<file path="src/rtl/mux_pkg.sv">
// mux_pkg: shared arbitration types and limits for the N:1 registered mux
package mux_pkg;
    typedef enum logic {ARB_RR = 1'b0, ARB_FIXED = 1'b1} arb_mode_t;
    localparam int MAX_MUX_N = 16;
endpackage

</file>
<file path="src/rtl/rr_arbiter.sv">
// rr_arbiter: round-robin / fixed-priority grant with its own rotating pointer
// Ports: req (N requests), mode (RR or fixed), advance (a transfer happened),
//        gnt (one-hot), gnt_idx (granted index, 0 when idle), any_gnt
module rr_arbiter
    import mux_pkg::*;
#(
    parameter int N     = 4,
    parameter int SEL_W = ($clog2(N) > 0) ? $clog2(N) : 1
) (
    input  logic             clk,
    input  logic             reset_n,
    input  logic [N-1:0]     req,
    input  arb_mode_t        mode,
    input  logic             advance,
    output logic [N-1:0]     gnt,
    output logic [SEL_W-1:0] gnt_idx,
    output logic             any_gnt
);
    logic [SEL_W-1:0] ptr_d, ptr_q;
    always_comb begin
        int c;
        c       = 0;
        gnt     = '0;
        gnt_idx = '0;
        any_gnt = 1'b0;
        // scan N slots starting at ptr (RR) or 0 (fixed), wrapping without a modulo
        for (int k = 0; k < N; k++) begin
            c = (mode == ARB_FIXED) ? k : int'(ptr_q) + k;
            c = (c >= N) ? c - N : c;
            if (!any_gnt && req[c]) begin
                gnt[c]  = 1'b1;
                gnt_idx = SEL_W'(c);
                any_gnt = 1'b1;
            end
        end
        ptr_d = (advance && mode == ARB_RR) ?
                ((int'(gnt_idx) == N - 1) ? '0 : gnt_idx + 1'b1) : ptr_q;
    end
    always_ff @(posedge clk or negedge reset_n) begin
        if (!reset_n) ptr_q <= '0;
        else          ptr_q <= ptr_d;
    end
endmodule

</file>
<file path="src/rtl/rr_mux_reg.sv">
// rr_mux_reg: N:1 valid/ready mux with RR or fixed-priority arbitration and a registered output
// Ports: prio_mode (0 RR, 1 fixed), in_valid/in_data/in_ready per channel,
//        out_valid/out_data/out_src registered output, out_ready downstream accept
module rr_mux_reg
    import mux_pkg::*;
#(
    parameter int WIDTH = 32,
    parameter int N     = 4,
    parameter int SEL_W = ($clog2(N) > 0) ? $clog2(N) : 1
) (
    input  logic                  clk,
    input  logic                  reset_n,
    input  logic                  prio_mode,
    input  logic [N-1:0]          in_valid,
    input  logic [N-1:0][WIDTH-1:0] in_data,
    output logic [N-1:0]          in_ready,
    output logic                  out_valid,
    output logic [WIDTH-1:0]      out_data,
    output logic [SEL_W-1:0]      out_src,
    input  logic                  out_ready
);
    logic             can_load, load, any_gnt;
    logic [N-1:0]     gnt;
    logic [SEL_W-1:0] gnt_idx;
    logic [WIDTH-1:0] sel_data;
    logic             out_valid_d, out_valid_q;
    logic [WIDTH-1:0] out_data_d, out_data_q;
    logic [SEL_W-1:0] out_src_d, out_src_q;

    rr_arbiter #(.N(N), .SEL_W(SEL_W)) u_arb (
        .clk     (clk),
        .reset_n (reset_n),
        .req     (in_valid),
        .mode    (arb_mode_t'(prio_mode)),
        .advance (load),
        .gnt     (gnt),
        .gnt_idx (gnt_idx),
        .any_gnt (any_gnt)
    );

    always_comb begin
        can_load = !out_valid_q || out_ready;
        load     = can_load && any_gnt;
        in_ready = (reset_n && can_load) ? gnt : '0;
        // AND-OR mux on the one-hot grant; yields 0 rather than X when idle
        sel_data = '0;
        for (int i = 0; i < N; i++) sel_data = sel_data | (in_data[i] & {WIDTH{gnt[i]}});
        out_valid_d = load ? 1'b1 : (out_ready ? 1'b0 : out_valid_q);
        out_data_d  = load ? sel_data : out_data_q;
        out_src_d   = load ? gnt_idx : out_src_q;
    end

    always_ff @(posedge clk or negedge reset_n) begin
        if (!reset_n) begin
            out_valid_q <= 1'b0;
            out_data_q  <= '0;
            out_src_q   <= '0;
        end else begin
            out_valid_q <= out_valid_d;
            out_data_q  <= out_data_d;
            out_src_q   <= out_src_d;
        end
    end

    assign out_valid = out_valid_q;
    assign out_data  = out_data_q;
    assign out_src   = out_src_q;
endmodule

</file>
<file path="config.mk">
export PLATFORM = sky130hd
export DESIGN_NAME = rr_mux_reg
export DESIGN_NICKNAME = d
export VERILOG_FILES = /design/src/rtl/mux_pkg.sv /design/src/rtl/rr_arbiter.sv /design/src/rtl/rr_mux_reg.sv
export SDC_FILE = /design/constraint.sdc
export NUM_CORES = 1
export LEC_CHECK = 0
export ABC_AREA = 1
export BUFFER_PORTS_ARGS = -buffer_cell sky130_fd_sc_hd__buf_2
export CORE_ASPECT_RATIO = 0.6
export CORE_MARGIN = 8
export CORE_UTILIZATION = 28
export CTS_BUF_LIST = sky130_fd_sc_hd__clkbuf_8
export DETAILED_ROUTE_END_ITERATION = 7
export PLACE_DENSITY = 0.63
export SLEW_MARGIN = 15
export SYNTH_ARGS = -nofsm -noshare
export SYNTH_HDL_FRONTEND = slang
export SYNTH_SLANG_ARGS = --single-unit
</file>
<file path="constraint.sdc">
create_clock -name clk -period 2.35 [get_ports clk]
set_input_delay 0.235 -clock clk [delete_from_list [all_inputs] [get_ports clk]]
set_output_delay 0.235 -clock clk [all_outputs]
set_load 0.05 [all_outputs]
</file>
==> metrics list, run 1 <==
- For this design, the sink count on the clock tree is 37.
- Required time of the worst setup path: 2.12 ns
* Number of violations of the max-capacitance limit: 0
* Number of violations reported at the end of detailed-routing iteration 0: about 160
* Core area: a little under 0.01 mm^2
* FF-to-FF End: out_data[9]
- Counting I/O delays and the setup requirement, the final critical path takes roughly 2.3 ns.
- Clock tree from TritonCTS: built
- Path type of the worst setup path: register to output pin
- Number of ports placed on the die boundary: 175
- Measured slew at the worst slew-check pin: 0.331 ns
- Overflow left after global routing: 0
- Proportion of layout cells with a drive suffix above 1: 0.379
* Overall routed net length: 10.9 mm
- Skew-Pair Late Insertion Delay: slightly below 0.3 ns
- Number of detailed-routing iterations run before antenna repair: 4
- In this run the vertical extent of the chip is 93.1 um.
* Proportion of synthesized chip area in sequential cells: 0.334
- Setup slack, reg-to-reg: 0.20 ns
- Detailed placement finished with a half-perimeter wire length of between 8 and 9 mm.
- In this run the clock root is driven by a clkbuf_8.
- For this run, design rule violations remaining after detail routing come to 0.
- Startpoint of the lowest-slack register-to-register path: u_arb.ptr_q[0]
- For this run, the top clock speed supported by timing is roughly 440 MHz.
* Gate count after technology mapping: 452
- Final weighted congestion in routability-driven placement: 0.929
- Final sum of negative setup slack: 0 ns
- Synthesized net count: slightly below 600
- Synthesized cell area: 0.00278 mm^2
* Logic depth of the worst path, buffers included: 10
- Synthesis inferred 37 register bits.
* Maximum ir drop on the vdd rail: 549 uV
* Final clock skew: 0.00338 ns
* Max-slew violation count: 0
- Across all layers, the routed design uses 3464 vias.
* CP cell instances: nand2_2 > inv_1 > nor2_2 > nand2_2 > nand2_8 > nand2_2 > nand2_1 > nand2_1 > a31oi_2 > buf_6
* Die area: 0.0135 mm^2
* Mean instance size in the synthesized netlist: 6.14 um^2
- Antenna violations before repair: 0
* Number of placement rows: 28
- Setup violations, final: 0
* Post-DRT Antenna Nets: 0
- For this design the ratio of total power to cell area is roughly 1500 mW/mm^2.
- Bufs on Longest Clock Path: 2
* CTS H-Tree Depth: 2
* Vias in the first global route: 3408
- Number of distinct library cells after synthesis: 27
* Reg2Reg Depth: 14
- Die X: 145 um
- Relative to the synthesized area, the layout overhead comes to 48.1%.
- After clock tree synthesis, the clock-pin slew on the worst setup and hold paths is 0.07 ns.
* Kind of end point of the critical path: output pin
- In this run the worst hold path is classified as primary input to register.
* Post-route fraction of the period consumed by the critical path: 0.961
* Highest-delay cell along the critical path: dfrtp_2
- CP delay by family, top: simple AND/OR/NAND/NOR gates
- Headroom to the max-slew limit: 0.777
- Count of endpoints failing hold in the final timing report: 0
- In this run, CTS created clock tree buffers numbering 5.
- In the routed layout, each cell is associated on average with a via count of 4.46.
- Hold is met by 0.245 ns.
- Largest net degree at the start of global routing: 39
- Termination of the worst setup path: in_ready[0]
- In this run the worst path has a maximum fanout of 8.
- In this run the static leakage power is 2.32 nW.
* Count of input and output buffers: about 170
- Outcome: finished clean
- The worst setup path is launched from a register.
- First-pass GRT wire length: 16.7 mm
* CP dominant cell by count: nand2_2
- Antenna diode count: 0
- In the global route stage, overall resource usage came out at 0.154.
- Net total in the final layout: 778
- STA puts the critical path data arrival time at 2.02 ns.
- In the final routed layout, each cell accounts on average for 14.1 um.
- Counting both buffers and inverters, the worst setup path holds a total of 2.
- For this configuration, the core starts out at a cell density of 0.285.
- Maximum cell stage delay along the critical path: 0.49 ns
- Yosys printed 0 warnings.
- Worst setup path startpoint: u_arb.ptr_q[0]
-- final cells by class --
class | count | area (um^2)
Tap cell | 135 | 169
Sequential cell | 37 | 928
Timing Repair Buffer | 200 | 1130
Inverter | 15 | 61.3
Clock buffer | 5 | 68.8
Multi-Input combinational cell | 382 | 1720
Clock inverter | 2 | 35.0
Fill cell | 1038 | 5630
-- Yosys cell counts --
cell       count  area share
o21ai_0        4      0.0072
nand3_1       43       0.078
o21ai_1        1      0.0018
nand3_2        5       0.018
buf_6          3       0.012
a21oi_1        2      0.0036
nor2_1        99        0.13
buf_4          9       0.024
nand2_4        3       0.012
o2111ai_1      1      0.0032
and2_1         1      0.0023
nand2_2        6       0.014
a31oi_1        3      0.0068
nand2_1      198        0.27
dfrtp_1       37        0.33
inv_4          1      0.0023
nor3_4         1      0.0059
o21ai_2        1      0.0032
ha_1           1      0.0045
nand3b_1       2      0.0054
nand4_1        6       0.014
nor2_8         1      0.0072
inv_1         11       0.015
buf_2          8       0.014
nand4_2        1      0.0045
inv_2          3      0.0041
nor2_2         1      0.0023
-- report_power, final --
group | switching [mW] | total (mW) | internal (mW)
clock network | 0.231 | 0.540 | 0.308
logic | 3.06 | 4.33 | 1.27
registers | 0.189 | 1.16 | 0.972
-- sequential cells by signal (all words and copies together) (netlist names) --
name         count
u_arb.ptr_q      2
out_data        32
out_src          2
out_valid        1
-- cells in the final DEF, fill, tap and decap left out, types with 3 or more instances in the layout --
master and instances:
clkbuf_8 5, nand2_4 4, nand2_2 9, buf_4 22, nand2_1 194, o21ai_0 4
nor2_1 99, dfrtp_1 35, inv_1 10, inv_2 3, nand3_2 7, buf_2 170
nand3_1 41, nand4_1 6, buf_6 4
-- worst reg2reg max path, delay by kind of cell (launching register included) --
family	cells	cell delay, ns
buf+inv	3	0.40
flops	1	0.49
simple gates	11	1.16
-- worst min-delay path by stage --
stage                     start              to  slack (ns)  cells after the start
global route        in_data[50]    out_data[18]        0.26                      5
detailed placement      reset_n  u_arb.ptr_q[0]        0.26                      2
floorplan               reset_n     out_data[0]       -0.06                      0
CTS                 in_data[50]    out_data[18]        0.23                      5
global placement        reset_n    out_data[26]        0.27                      2
finish              in_data[50]    out_data[18]        0.24                      5
-- what timing repair did --
| item | 4_1_cts | 5_1_grt |
|---|---|---|
| setup buffers | 0 | 11 |
| cloned | 0 | 2 |
| hold endpoints to repair | 37 | 0 |
| gates resized for setup | 7 | 19 |
| pin swaps | 1 | 15 |
| hold buffers | 1 | 0 |
| setup endpoints to repair | 4 | 4 |
-- logic make-up after synthesis --
group                    after synthesis  share of synthesized area
AO/OA/AOI/OAI                         12                     0.0257
adder cells (fa/ha/maj)                1                    0.00451
buffers and inverters                 35                     0.0721
AND/OR/NAND/NOR                      367                      0.564
flip-flops                            37                      0.334
-- through the flow --
stage	power [mW]	utilization	area (um^2)	setup WS, ns	std cells
3_5_place_dp	5.28	0.391	3800	0.141	755
3_3_place_gp	5.22	0.391	3800	0.191	755
4_1_cts	5.87	0.405	3940	0.0256	763
2_1_floorplan	4.22	-	2780	0.0429	452
5_1_grt	6.54	0.422	4110	-0.0101	776
6_report	6.03	0.422	4110	0.0920	776
-- layer usage --
layer  share of wire  track usage  up-vias
li1                -            -     1793
met1            0.45        0.194     1534
met2            0.44        0.248      127
met3            0.11       0.0488       10
met4           0.011       0.0405        0
met5               0            0        -
No activity file was read; power rests on OpenSTA's default activity.
==> run 2, diff against run 1 <==
==> constraint.sdc (replaced) <==
create_clock -name clk -period 2.35 [get_ports clk]
set_input_delay 0.1175 -clock clk [delete_from_list [all_inputs] [get_ports clk]]
set_output_delay 0.1175 -clock clk [all_outputs]
set_load 0.05 [all_outputs]
==> run 2 against run 1 <==
  * Routed wire length shrank 3.5%
  * Power down 2.0%
  * Clock-buffer cell count grew 1
  * Sequential cell count did not move
  * Final area down 2.9%
  * Non-clock buffer count fell by 9
  * Worst hold slack worse by 0.10 ns
  * Die area did not move
  * Clock power is 6.9% higher
  * Maximum frequency up 0.65%
  * Largest cell class unchanged
==> metrics list, run 2 (synthesized netlist as in run 1, its figures left out) <==
- Outcome: finished clean
* Post-CTS clock slew at the launch and capture registers of the worst setup and hold paths: 0.08 ns
* Arrival time of the worst setup path: ~2.1 ns
- Fill cells in the final layout number approximately 1100.
- Share of total power in the clock network: 0.098
- The share of total power dissipated in sequential elements is 0.197.
- Leaving out fill and tap cells, the most frequent cells in the layout are 197 x nand2_1, 170 x buf_2, 99 x nor2_1.
* Leakage power total: about 2.3 nW
- Number of ports placed on the die boundary: 175
* Cells on Worst Hold Path: 5
- Number of placement rows: 28
- Measured slew at the worst slew-check pin: 0.427 ns
- Vias per Instance: 4.55
- For flop-to-flop paths, the worst setup slack is 0.27 ns.
- Antenna diode count: 0
- HPWL after detailed placement: 8.77 mm
* Clock tree from TritonCTS: built
- In this run the worst path has a maximum fanout of 9.
- After detailed routing, the number of remaining DRC violations is 0.
- Of the total power, combinational logic draws 0.705.
- Number of violations reported at the end of detailed-routing iteration 0: 136
- Final clock skew: between 0.002 and 0.0025 ns
* Hold Path End: out_data[4]
* Clock period minus final worst setup slack: 2.24 ns
* Net total in the final layout: 767
- For this run the aggregate overflow at the end of global routing stands at 0.
- Required time of the worst setup path: 2.23 ns
- In the finished design, the share of the clock period the worst path needs comes to 0.955.
- Path type of the worst setup path: register to output pin
- Maximum ir drop on the vdd rail: 530 uV
* Highest Clock Rate: 446 MHz
- The worst hold path begins at in_data[36].
- Overall via count from detail_route: 3484
- For this design the ratio of total power to cell area is 1480 mW/mm^2.
- Overall power consumption after layout is estimated at slightly below 6 mW.
- First-pass GRT wire length: 16.0 mm
- Core area: 0.00974 mm^2
* Max-slew violation count: 0
- Net Switching: 3.39 mW
- The die covers 0.0135 mm^2.
- Final sum of negative setup slack: 0 ns
* FF-to-FF End: out_data[8]
- Entering global routing, the biggest net connects 39 pins.
- In this run the clock root is driven by a clkbuf_8.
- The register with the most flip-flops in the layout has 32 of them.
* Setup violations, final: 0
- In the final layout, the share of cells above drive strength 1 is 0.355.
- The longest clock path from root to sink contains 2 buffers.
- CTS H-Tree Depth: 2
- The library cell used most frequently in the layout, excluding fill and tap cells, is nand2_1.
- Kind of end point of the critical path: output pin
- Antenna violations before repair: 0
- Number of detailed-routing iterations run before antenna repair: 4
- Count of input and output buffers: around 170
- For this configuration, the core starts out at a cell density of 0.285.
- The detail route stage leaves a number of antenna-violating nets equal to 0.
* Startpoint of the lowest-slack register-to-register path: u_arb.ptr_q[0]
- Power Internal: 2.51 mW
* Count of placed standard cells including taps: 755
- The multi-input combinational cells in the finished layout cover a total of 0.00166 mm^2.
- Post-route insts no fill: 766
- Across the run, the number of max-cap violations was 0.
* CTS Sinks: 37
- Wires add up to 10.6 mm.
- In this run the vertical extent of the chip is slightly above 90 um.
* Total routing resource utilization after global routing: 0.146
- Total area of sequential cells: 928 um^2
- Of the total power, the share spent switching nets is 0.574.
- Class of the worst hold path: primary input to register
* Count of endpoints failing hold in the final timing report: 0
- Vias in the first global route: roughly 3300
* Area added between synthesis and finish: 43.9%
- WL per Instance: 13.8 um
- Headroom to the max-slew limit came out at 0.715.
- Number of buffers created by CTS: 5
* Die X: 145 um
* Final weighted congestion in routability-driven placement: 0.926
- Nature of the critical path startpoint: register
- Reg2Reg Depth: 13
- For the worst-skew pair, the clock arrives at the later sink with an insertion delay of 0.28 ns.
## run 2: changes by cell type in the layout (fill, tap and decap cells not counted), moves of 2 or more
cell / delta
nand2_1: +3
nand3_1: +2
o21ai_2: -2
a31oi_2: -2
clkbuf_4: +2
nand3_2: -2
a31oi_1: +2
nand2_2: -3
buf_4: -8
buf_6: -3
## run 2: layer usage
metal  GRT usage  share of wire  vias up
li1            -              -     1773
met1       0.195           0.44     1551
met5           0              0        -
met3      0.0412           0.12        7
met4      0.0215         0.0063        0
met2       0.236           0.43      153
## run 2: cell type report
cell class / instances / area share
multi-input cells: 380 / 0.417
repair buffers: 191 / 0.264
flip-flops and latches: 37 / 0.233
well taps: 135 / 0.0423
clock buffers: 6 / 0.0207
inverters: 15 / 0.0147
clock inverters: 2 / 0.00940
## run 2: what timing repair did
item	CTS	global route
hold buffers	1	0
setup endpoints to repair	4	4
resized for setup	1	11
pin swaps	0	7
hold endpoints to repair	14	0
setup buffers	0	2
## run 2: how the worst max path moves through the flow
stage | from | endpoint | slack (ns) | cells after the start
after floorplan | u_arb.ptr_q[0] | in_ready[3] | 0.16 | 8
after global placement | u_arb.ptr_q[0] | in_ready[3] | 0.25 | 9
after detailed placement | u_arb.ptr_q[0] | u_arb.ptr_q[1] | 0.22 | 12
after CTS | u_arb.ptr_q[0] | in_ready[2] | 0.02 | 8
after global routing | u_arb.ptr_q[0] | in_ready[2] | -0.005 | 9
final | u_arb.ptr_q[0] | in_ready[0] | 0.11 | 9
## run 2: critical path, cell delays in order (launching register included)
cell and delay [ns]:
dfrtp_2 0.48, buf_4 0.17, nand3_1 0.07, nand2_1 0.09, nand2_2 0.10, nand2_4 0.11, nor2_8 0.16, nand3_1 0.13
a31oi_1 0.26, clkbuf_4 0.28
## run 2: stage by stage
stage                     utilization  setup slack [ns]  cell area, um^2  hold slack, ns
final                           0.410             0.107             3990           0.140
after global routing            0.410          -0.00470             3990           0.135
after CTS                       0.405            0.0245             3950           0.133
after detailed placement        0.392             0.223             3820          0.0927
after global placement          0.392             0.247             3820          0.0820
after floorplan                     -             0.160             2780          -0.178
## run 2: power groups by stage
stage	clock (mW)	sequential [mW]	combinational, mW
after CTS	0.604	1.16	4.16
after floorplan	0	2.20	2.02
after detailed placement	0	1.17	4.15
final	0.577	1.16	4.17
after global routing	0.634	1.21	4.58
after global placement	0	1.15	4.12
==> run 3, diff against run 2 <==
--- a/config.mk
+++ b/config.mk
@@ -5,7 +5,7 @@
 export SDC_FILE = /design/constraint.sdc
 export NUM_CORES = 1
 export LEC_CHECK = 0
-export ABC_AREA = 1
+export ABC_AREA = 0
 export BUFFER_PORTS_ARGS = -buffer_cell sky130_fd_sc_hd__buf_2
 export CORE_ASPECT_RATIO = 0.6
 export CORE_MARGIN = 8
@@ -13,6 +13,7 @@
 export CTS_BUF_LIST = sky130_fd_sc_hd__clkbuf_8
 export DETAILED_ROUTE_END_ITERATION = 7
 export PLACE_DENSITY = 0.63
+export RECOVER_POWER = 25
 export SLEW_MARGIN = 15
 export SYNTH_ARGS = -nofsm -noshare
 export SYNTH_HDL_FRONTEND = slang
==> run 3 against run 2 <==
  * Cell count shrank 11%
  * Via count grew 0.49%
  * Non-clock buffer count grew 20
  * Combinational power shrank 34%
  * Synthesized cell count shrank 19%
  * Sequential cell count is the same
  * Sequential share of layout area shrank 0.72 points
  * Critical path depth shrank 3
  * Clock-buffer cell count shrank 1
  * Largest power group unchanged
==> metrics list, run 3 <==
- For this design the top-level I/O count stands at about 180.
* HPWL after detailed placement: 9.86 mm
- Utilization after layout: 0.423
- Final Power: 4.23 mW
- The share of total power dissipated in combinational logic is 0.654.
- After detailed routing, the average wire length per cell comes to 18.2 um.
* Setup violations, final: 0
- The total count of hold-check failures in the final report came to 0.
* Final clock skew: 0.00609 ns
- First-pass GRT wire length: around 19 mm
- Multi-input gate area: 0.00172 mm^2
- Across every metal layer, demand over resource in global routing totals 0.177.
* Unrepaired setup endpoints after global routing: yes
- Fill cells in the final layout number roughly 1000.
* Outcome: finished clean
- Nature of the critical path startpoint: register
* Most frequent cell after synthesis: a21oi_1
* Bufs on Longest Clock Path: 2
* Core area: ~0.0097 mm^2
- The floorplan step defined a die boundary enclosing 0.0134 mm^2.
* Required time of the worst setup path: about 2.2 ns
- The number of antenna diodes in the final layout is 0.
* Buffer cell driving the clock tree root: clkbuf_8
- Compared with the post-synthesis result, the final layout area differs by 49.0%.
- Arrival time of the worst setup path: 2.21 ns
- Static timing analysis puts the maximum clock frequency at 430 MHz.
- In this run the horizontal extent of the chip is 144 um.
- Final hold analysis gives a worst-case slack of 0.118 ns.
- Leakage power total: 1.89 nW
- Synthesis handed over a netlist of 365 instances.
* Vias in the first global route: about 3500
- Critical path peak fanout: 7
- Overall routed net length: around 12 mm
- Of the total power, the share spent switching nets is 0.539.
* Cell Pwr Density: 1030 mW/mm^2
- For this design the total switching power over the nets is 2.28 mW.
- Of the available clock period, the critical path in the final layout requires 0.991.
* Path type of the worst setup path: register to output pin
- CTS H-Tree Depth: 2
- Max FFs per register: 32
- The first routing iteration left 160 violations.
- For the finished layout, the period the worst path requires is roughly 2.3 ns.
- The synthesized netlist contains 40 unique library cells.
- Synthesis-stage register bit count: 37
- Clock-pin slew was measured on the worst setup and hold paths at 0.08 ns.
- The worst-case IR drop observed on VDD is about 450 uV.
* Final weighted congestion in routability-driven placement: slightly above 0.9
- Of the total power, the clock network draws 0.099.
- CTS Sinks: 37
- Clock tree from TritonCTS: built
- Kind of end point of the critical path: output pin
- A synthesized cell averages roughly 7.6 um^2.
- Synth top area share: 0.335
- Number of detailed-routing iterations run before antenna repair: 4
- Of the total power, registers draw 0.247.
* Most frequent standard cell in the layout excluding fill and tap cells: buf_2
- Number of buffers created by CTS: 5
- Detailed routing inserted a total of 3501 vias.
- The path class of the tightest hold or removal check is primary input to register.
- Post-DRT Antenna Nets: 0
- Summed over all instances, the cell type with the most area after synthesis is dfrtp_1.
* Net total in the final layout: 686
- After synthesis, the most frequently instantiated cells are 70 x a21oi_1, 47 x nor2_1, 45 x nand2_1.
- Count of flip-flops with a built-in enable after synthesis: 0
- Effective utilization at floorplan: 0.284
- Number of violations of the max-capacitance limit: 0
- Buffers placed on the I/O ports in this run total 174.
- Headroom to the max-slew limit: 0.574
- For the pin with the worst max-slew slack, the measured transition is 0.642 ns.
- Summing every instance area after synthesis gives 0.00277 mm^2.
- Most common flop cell mapped by yosys: dfrtp_1
- Height of the die: a little over 90 um
* Number of placement rows: 28
- Antenna violations before repair: 1
- Including well taps, the total number of placed cells is 672.
* Largest net degree at the start of global routing: 26
- Summing all flip-flop and latch instances after layout gives 928 um^2.
- For this run the aggregate overflow at the end of global routing stands at 0.
- Leaving out fill and tap cells, the most frequent cells in the layout are 162 x buf_2, 68 x a21oi_1, 45 x nand2_1, 45 x nor2_1, 35 x dfrtp_1.
- When the netlist entered floorplanning its net count stood at 502.
- Counting flops with an async set or reset pin after synthesis yields a share of 1.00.
- Max-slew violation count: 0
- Once layout is complete, the cells apart from fillers number 683.
- Power Internal: ~2.0 mW
- For this run, design rule violations remaining after detail routing come to 0.
- By area the synthesized netlist is led by dfrtp_1 33%, a21oi_1 13%, a22oi_1 9.0%, a211oi_1 6.5%, nor2_1 6.4%.
* Proportion of layout cells with a drive suffix above 1: 0.422
- Vias per Instance: 5.13
- After routing, the total negative slack on setup checks comes to 0 ns.
- The Yosys step of the flow raised 0 warnings.
- At the later pin of the worst-skew pair, clock insertion delay measures between 0.2 and 0.3 ns.
- Proportion of synthesized chip area in sequential cells: 0.335
==> run 3: cell types whose count changed in the layout (fill, tap and decap cells not counted), sizes merged, moves of 25 or more <==
cell,delta
nand2,-162
a211oi,+25
nor2,-54
a22oi,+33
nand3,-42
a21oi,+69
==> run 3: power groups by stage <==
stage	sequential, mW	combinational (mW)	clock (mW)
final	1.05	2.77	0.419
after global routing	1.08	2.95	0.473
after CTS	1.04	2.74	0.444
after detailed placement	1.05	2.69	0
after global placement	1.05	2.66	0
after floorplan	1.83	1.02	0
==> run 3: worst max-delay path: stages (launching register included) <==
cell	delay [ns]
dfrtp_2	0.45
or3b_1	0.39
a21oi_2	0.21
nor2_4	0.07
o41ai_4	0.39
and3_4	0.25
buf_8	0.15
==> run 3: repair_timing <==
action,CTS,global route
setup endpoints to repair,23,31
buffers inserted,2,2
hold buffers,1,0
pin swaps,2,6
hold endpoints to repair,17,0
gates resized for setup,8,13
gates cloned,0,0
==> run 3: layout make-up <==
type	count	area share
Timing Repair Buffer	211	0.293
Sequential cell	37	0.225
Inverter	5	0.00456
Tap cell	135	0.0410
Clock inverter	1	0.00121
Multi-Input combinational cell	289	0.418
Clock buffer	5	0.0167
==> run 3: cells by family after synthesis <==
| logic type | synth area share |
|---|---|
| AOI/OAI and AO/OA | 0.381 |
| muxes | 0.0154 |
| buffers and inverters | 0.0670 |
| DFF | 0.335 |
| and+or+nand+nor | 0.195 |
| adders and majority gates | 0.00452 |
| xor gates and xnor gates | 0.00317 |
==> run 3: final timing paths <==
kind / startpoint / to / slack, ns / cells past startpoint
setup / recovery: u_arb.ptr_q[0] / in_ready[0] / 0.02 / 6
hold / removal: in_data[30] / out_data[30] / 0.12 / 3
setup reg to reg: u_arb.ptr_q[0] / out_data[1] / 0.06 / 7
hold reg to reg: out_src[1] / out_src[1] / 0.48 / 2
max in group asynchronous: reset_n / u_arb.ptr_q[1] / 1.33 / 3
min in group asynchronous: reset_n / out_data[22] / 0.30 / 2
==> run 3: routing by layer <==
layer / wire, um / vias up / part of all wire / track usage
li1: - / 1707 / - / -
met1: 5550 / 1607 / 0.45 / 0.241
met2: 5250 / 173 / 0.42 / 0.269
met3: 1550 / 12 / 0.12 / 0.0600
met4: 72 / 2 / 0.0058 / 0.0284
met5: 13 / - / 0.0010 / 0
==> run 3: metrics by stage <==
stage	setup WS, ns	instance area, um^2
6_report	0.0222	4120
4_1_cts	0.00329	4080
2_1_floorplan	0.0252	2770
5_1_grt	-0.0826	4120
3_3_place_gp	0.0603	3950
3_5_place_dp	-0.0804	3950
